File: src/rtl/network_arbiter_if.sv
// Bundle of the requester-side and network-side signals around network_arbiter.
//   req/d0/d1        requester requests and cube states
//   valid/err/q      per-requester completion pulses and the registered result
//   busy             arbiter owns the network (GRANT, BUSY or DONE)
//   net_load/net_d   drive the network's level-sensitive load and its input state
//   net_valid/net_q  network completion pulse and result
// Modport slave is the arbiter; modport master is the surrounding environment.
interface network_arbiter_if #(
  parameter int unsigned DW = 120,
  parameter int unsigned QW = 4
) ();
  logic [1:0]    req;
  logic [DW-1:0] d0;
  logic [DW-1:0] d1;
  logic [1:0]    valid;
  logic [1:0]    err;
  logic [QW-1:0] q;
  logic          busy;
  logic          net_load;
  logic [DW-1:0] net_d;
  logic          net_valid;
  logic [QW-1:0] net_q;

  modport slave (
    input  req, d0, d1, net_valid, net_q,
    output valid, err, q, busy, net_load, net_d
  );

  modport master (
    output req, d0, d1, net_valid, net_q,
    input  valid, err, q, busy, net_load, net_d
  );
endinterface

File: src/rtl/network_arbiter.sv
// Round-robin arbiter sharing one network inference instance between two cube datapaths.
// A granted requester's state is captured into net_d, net_load is held high until the
// network answers, and the 4-bit result comes back as a one-cycle valid pulse to the owner.
// Ports:
//   clk    single rising-edge clock
//   rst_n  asynchronous active-low reset
//   bus    network_arbiter_if.slave (req/d0/d1/valid/err/q/busy/net_load/net_d/net_valid/net_q)
// Optional feature: define NETWORK_ARB_TIMEOUT_EN to abort a job after TIMEOUT BUSY cycles
// without net_valid, pulsing err to the owner instead of valid. Without it err is tied 0.
module network_arbiter #(
  parameter int unsigned DW      = 120,
  parameter int unsigned QW      = 4,
  parameter int unsigned TIMEOUT = 200
) (
  input logic              clk,
  input logic              rst_n,
  network_arbiter_if.slave bus
);

  // The timeout counter is 8 bits wide.
  if (TIMEOUT < 1 || TIMEOUT > 255) begin : g_timeout_range
    $error("TIMEOUT must fit the 8-bit timeout counter");
  end

  typedef enum logic [1:0] {StIdle, StGrant, StBusy, StDone} state_e;

  state_e        state_q;
  logic          last_q;
  logic          owner_q;
  logic [1:0]    valid_q;
  logic [QW-1:0] q_q;
  logic [DW-1:0] net_d_q;
  logic          net_load_q;
  logic          busy_q;
  logic          winner;
  logic [1:0]    owner_oh;

`ifdef NETWORK_ARB_TIMEOUT_EN
  localparam logic [7:0] TimeoutCnt = TIMEOUT[7:0];
  logic [7:0] cnt_q;
  logic [1:0] err_q;
`endif

  // On a tie the requester that did not win last time goes first.
  always_comb begin
    winner = 1'b0;
    case (bus.req)
      2'b01:   winner = 1'b0;
      2'b10:   winner = 1'b1;
      2'b11:   winner = ~last_q;
      default: winner = 1'b0;
    endcase
  end

  assign owner_oh = owner_q ? 2'b10 : 2'b01;

  always_ff @(posedge clk or negedge rst_n) begin
    if (!rst_n) begin
      state_q    <= StIdle;
      last_q     <= 1'b1;
      owner_q    <= 1'b0;
      valid_q    <= '0;
      q_q        <= '0;
      net_d_q    <= '0;
      net_load_q <= 1'b0;
      busy_q     <= 1'b0;
`ifdef NETWORK_ARB_TIMEOUT_EN
      cnt_q      <= '0;
      err_q      <= '0;
`endif
    end else begin
      valid_q <= '0;
`ifdef NETWORK_ARB_TIMEOUT_EN
      err_q   <= '0;
`endif
      case (state_q)
        StIdle: begin
          if (|bus.req) begin
            owner_q <= winner;
            last_q  <= winner;
            busy_q  <= 1'b1;
            state_q <= StGrant;
          end
        end
        StGrant: begin
          net_d_q    <= owner_q ? bus.d1 : bus.d0;
          net_load_q <= 1'b1;
          state_q    <= StBusy;
        end
        StBusy: begin
          // A result arriving on the timeout cycle still wins.
          if (bus.net_valid) begin
            q_q        <= bus.net_q;
            net_load_q <= 1'b0;
            valid_q    <= owner_oh;
            state_q    <= StDone;
`ifdef NETWORK_ARB_TIMEOUT_EN
            cnt_q      <= '0;
          end else if (cnt_q == TimeoutCnt) begin
            net_load_q <= 1'b0;
            err_q      <= owner_oh;
            state_q    <= StDone;
            cnt_q      <= '0;
          end else begin
            cnt_q      <= cnt_q + 8'd1;
`endif
          end
        end
        StDone: begin
          busy_q  <= 1'b0;
          state_q <= StIdle;
        end
        default: state_q <= StIdle;
      endcase
    end
  end

  assign bus.valid    = valid_q;
  assign bus.q        = q_q;
  assign bus.net_d    = net_d_q;
  assign bus.net_load = net_load_q;
  assign bus.busy     = busy_q;
`ifdef NETWORK_ARB_TIMEOUT_EN
  assign bus.err      = err_q;
`else
  assign bus.err      = 2'b00;
`endif

endmodule

File: src/flat_wrapper.sv
// flat-port wrapper written by rule: the top's interface ports become plain ports
module network_arbiter_flat 
#(
  parameter int unsigned DW      = 120,
  parameter int unsigned QW      = 4,
  parameter int unsigned TIMEOUT = 200
)
  (clk, rst_n, bus_req, bus_d0, bus_d1, bus_net_valid, bus_net_q, bus_valid, bus_err, bus_q, bus_busy, bus_net_load, bus_net_d);
  network_arbiter_if #(.DW(DW), .QW(QW)) bus_i ();
  input logic clk;
  input logic rst_n;
  input wire logic [$bits(bus_i.req)-1:0] bus_req;
  input wire logic [$bits(bus_i.d0)-1:0] bus_d0;
  input wire logic [$bits(bus_i.d1)-1:0] bus_d1;
  input wire logic [$bits(bus_i.net_valid)-1:0] bus_net_valid;
  input wire logic [$bits(bus_i.net_q)-1:0] bus_net_q;
  output wire logic [$bits(bus_i.valid)-1:0] bus_valid;
  output wire logic [$bits(bus_i.err)-1:0] bus_err;
  output wire logic [$bits(bus_i.q)-1:0] bus_q;
  output wire logic [$bits(bus_i.busy)-1:0] bus_busy;
  output wire logic [$bits(bus_i.net_load)-1:0] bus_net_load;
  output wire logic [$bits(bus_i.net_d)-1:0] bus_net_d;
  assign bus_i.req = bus_req;
  assign bus_i.d0 = bus_d0;
  assign bus_i.d1 = bus_d1;
  assign bus_i.net_valid = bus_net_valid;
  assign bus_i.net_q = bus_net_q;
  assign bus_valid = bus_i.valid;
  assign bus_err = bus_i.err;
  assign bus_q = bus_i.q;
  assign bus_busy = bus_i.busy;
  assign bus_net_load = bus_i.net_load;
  assign bus_net_d = bus_i.net_d;
  network_arbiter #(.DW(DW), .QW(QW), .TIMEOUT(TIMEOUT)) u_core (.clk(clk), .rst_n(rst_n), .bus(bus_i));
endmodule
File: config.mk
export PLATFORM = sky130hd
export DESIGN_NAME = network_arbiter_flat
export DESIGN_NICKNAME = d
export VERILOG_FILES = /design/src/rtl/network_arbiter_if.sv /design/src/rtl/network_arbiter.sv /design/src/flat_wrapper.sv
export SDC_FILE = /design/constraint.sdc
export NUM_CORES = 1
export LEC_CHECK = 0
export ABC_AREA = 1
export BUFFER_PORTS_ARGS = -buffer_cell sky130_fd_sc_hd__buf_2
export CORE_AREA = 2 2 147 149
export CTS_BUF_LIST = sky130_fd_sc_hd__clkbuf_4
export DETAILED_ROUTE_END_ITERATION = 16
export DIE_AREA = 0 0 149 151
export MAX_ROUTING_LAYER = met4
export SETUP_SLACK_MARGIN = 0.3
export SLEW_MARGIN = 25
export SYNTH_ARGS = -nofsm -noshare
export SYNTH_HDL_FRONTEND = slang
export SYNTH_SLANG_ARGS = --single-unit
File: constraint.sdc
create_clock -name clk -period 1.9 [get_ports clk]
set_clock_uncertainty 0.05 [all_clocks]
set_input_delay 0.19 -clock clk [delete_from_list [all_inputs] [get_ports clk]]
set_output_delay 0.19 -clock clk [all_outputs]
set_load 0.01 [all_outputs]
==> metrics.txt <==
status finished clean; Clock Sink Count 132; Final WS setup 383 ps; Distinct cells, synth 17; dpl ws 342 ps; PortBufs 376; area growth from synthesis to layout 84.3%; min Tclk post-route 1520 ps; Tcrit/Tclk final 79.8%; CTS Buf Count 17; WL final 24900 µm; H-tree Lvls 4; Syn Inst Count 720; Post-synth ARST share 100%; Fin. Hold Viols 0; Longest Clk Path Bufs 2; initial antenna violation count 1; starting density of the core 28.8%; unrepaired setup endpoints after global routing false; die width 149 µm; Synth area leaders dfrtp_1, nand2_1, a31oi_1; Crit Path Max Fanout 7; Final setup viols 0; static leakage 5.43 nW; cell row count 53; global-route wire length before repair 36700 µm; Final Slew Violations 0; via count 7565; area leader, netlist dfrtp_1; chip height 151 µm; Mean Syn Cell Area 8.33 µm²; area post-placement 8130 µm²; Worst Path Required 2260 ps; Post-synth EDFFs 0; Worst-path clk slew 120 ps; dominant synthesized flop cell dfrtp_1; Max Cap Violations 0; CTS tree yes; most frequent cells after synthesis nand2_1, dfrtp_1, nor2_1; most common cell in the netlist nand2_1; post-route core utilization 53.1%; Yosys warning total 0; gpl congestion 0.797; Peak supply drop 763 µV; nets 1581; Reg2Reg Depth 6; largest net degree at the start of global routing 117; initial drt markers 414; post-synthesis sequential area ratio 55.1%; share of layout cells above drive strength 1 32.2%; area of the mapped netlist 6000 µm²; Post-route DRC 0; reg2reg setup slack 380 ps; wire per inst 15.4 µm; Seq cells post-synth 132; Critical Path AT 1880 ps; Design Area, Final 11100 µm²; vias in the first global route 7550; post-synth top area share 54.6%; Detail Route Antenna Nets 0; Clk Latency, worst-skew pair 500 ps; I/O pin total 379; crit end category register; worst reg2reg endpoint u_core.bus.q[1]; worst min path class in2async; PwrDens 1380 nW/µm²; Worst Setup SP u_core.state_q[0]; origin of the critical flop-to-flop path u_core.state_q[0]; Total GRT Usage 21.2%; Fmax 659 MHz; hpwl dp 14400 µm; DR pass1 iterations 5; root buf cell clkbuf_4; capture point of the worst path u_core.bus.q[1]; Total Neg Setup Slack 0 ps; Startpoint Class register; Vias/cell 4.68; global route total overflow 0; core area 20800 µm²; Die ar. 22500 µm²; Worst Setup Path Type reg2reg
## kinds of logic after synthesis
| family | count (synthesis) | synth area share, % |
|---|---|---|
| DFF | 132 | 55.1 |
| adders and majority gates | 5 | 1.04 |
| buffers and inverters | 64 | 6.26 |
| and+or+nand+nor | 396 | 24.9 |
| AOI/OAI and AO/OA | 122 | 12.7 |
| other | 1 | 0.0625 |
## stage by stage
stage | total power [mW] | hold slack [ps] | instances
2_1_floorplan | 9.55 | -156 | 721
3_3_place_gp | 12.1 | 88.1 | 1330
3_5_place_dp | 12.3 | 95.1 | 1330
4_1_cts | 14.9 | 50.2 | 1610
5_1_grt | 16.4 | 64.6 | 1616
6_report | 15.3 | 95.4 | 1616
## worst max-delay path, stage by stage, from the launching register on
cell and delay, ps:
dfrtp_1 470, inv_1 110, ha_1 250, nand2_1 230, inv_1 170, nand2_1 90, nand2_1 50
## cells in the final DEF (no fill, tap or decap), types with 2 or more instances in the layout
cell type,Yosys,final
ha_1,5,4
nand2_1,268,268
clkbuf_16,0,3
inv_1,7,6
a31oi_1,120,120
dfrtp_1,131,130
buf_4,20,5
clkbuf_4,0,18
clkinv_2,0,4
buf_2,30,375
conb_1,1,2
buf_12,0,8
nor2_1,124,124
clkinv_4,0,3
dlygate4sd3_1,0,248
bufinv_16,0,4
nand3_1,3,3
buf_16,0,2
clkinv_1,0,2
## sequential cells by signal, summed over array words and instances, names as in the netlist
register             flops
u_core.owner_q           1
u_core.bus.net_load      1
u_core.bus.busy          1
u_core.state_q           2
u_core.bus.q             4
u_core.last_q            1
u_core.bus.valid         2
u_core.bus.net_d       120
## final cells by class
type | count | area (µm²)
Fill cell | 1772 | 9770
Antenna cell | 1 | 2.50
Clock buffer | 18 | 135
Tap cell | 275 | 344
Inverter | 8 | 31.3
Sequential cell | 132 | 3310
Multi-Input combinational cell | 525 | 2340
Clock inverter | 14 | 185
Timing Repair Buffer | 643 | 4710
## timing repair
action | CTS | global route
hold endpoints to repair | 263 | 0
buffers inserted | 0 | 2
cloned | 0 | 3
hold buffers | 248 | 0
resized for setup | 1 | 4
endpoints found under the setup margin | 1 | 91
## power by group
part           total (mW)  switching, mW  internal, mW  leakage [nW]
clock network        2.16           1.11          1.05         0.171
registers            5.07          0.810          4.26          1.48
logic                8.04           4.70          3.34          3.78
## worst min-delay path by stage
stage | start | to | slack (ps) | cells after the start
finish | rst_n | u_core.bus.q[0] | 100 | 2
global route | rst_n | u_core.bus.net_d[102] | 60 | 2
CTS | rst_n | u_core.bus.net_d[17] | 50 | 2
detailed placement | rst_n | u_core.bus.net_d[89] | 100 | 1
global placement | rst_n | u_core.bus.valid[0] | 90 | 1
floorplan | rst_n | u_core.bus.busy | -160 | 0
## layer usage
metal / track usage, % / routed length, µm
met1: 23.0 / 9630
met2: 36.3 / 12500
met3: 4.91 / 1810
met4: 11.0 / 982
met5: - / 0
(Power assumes the default switching activity.)
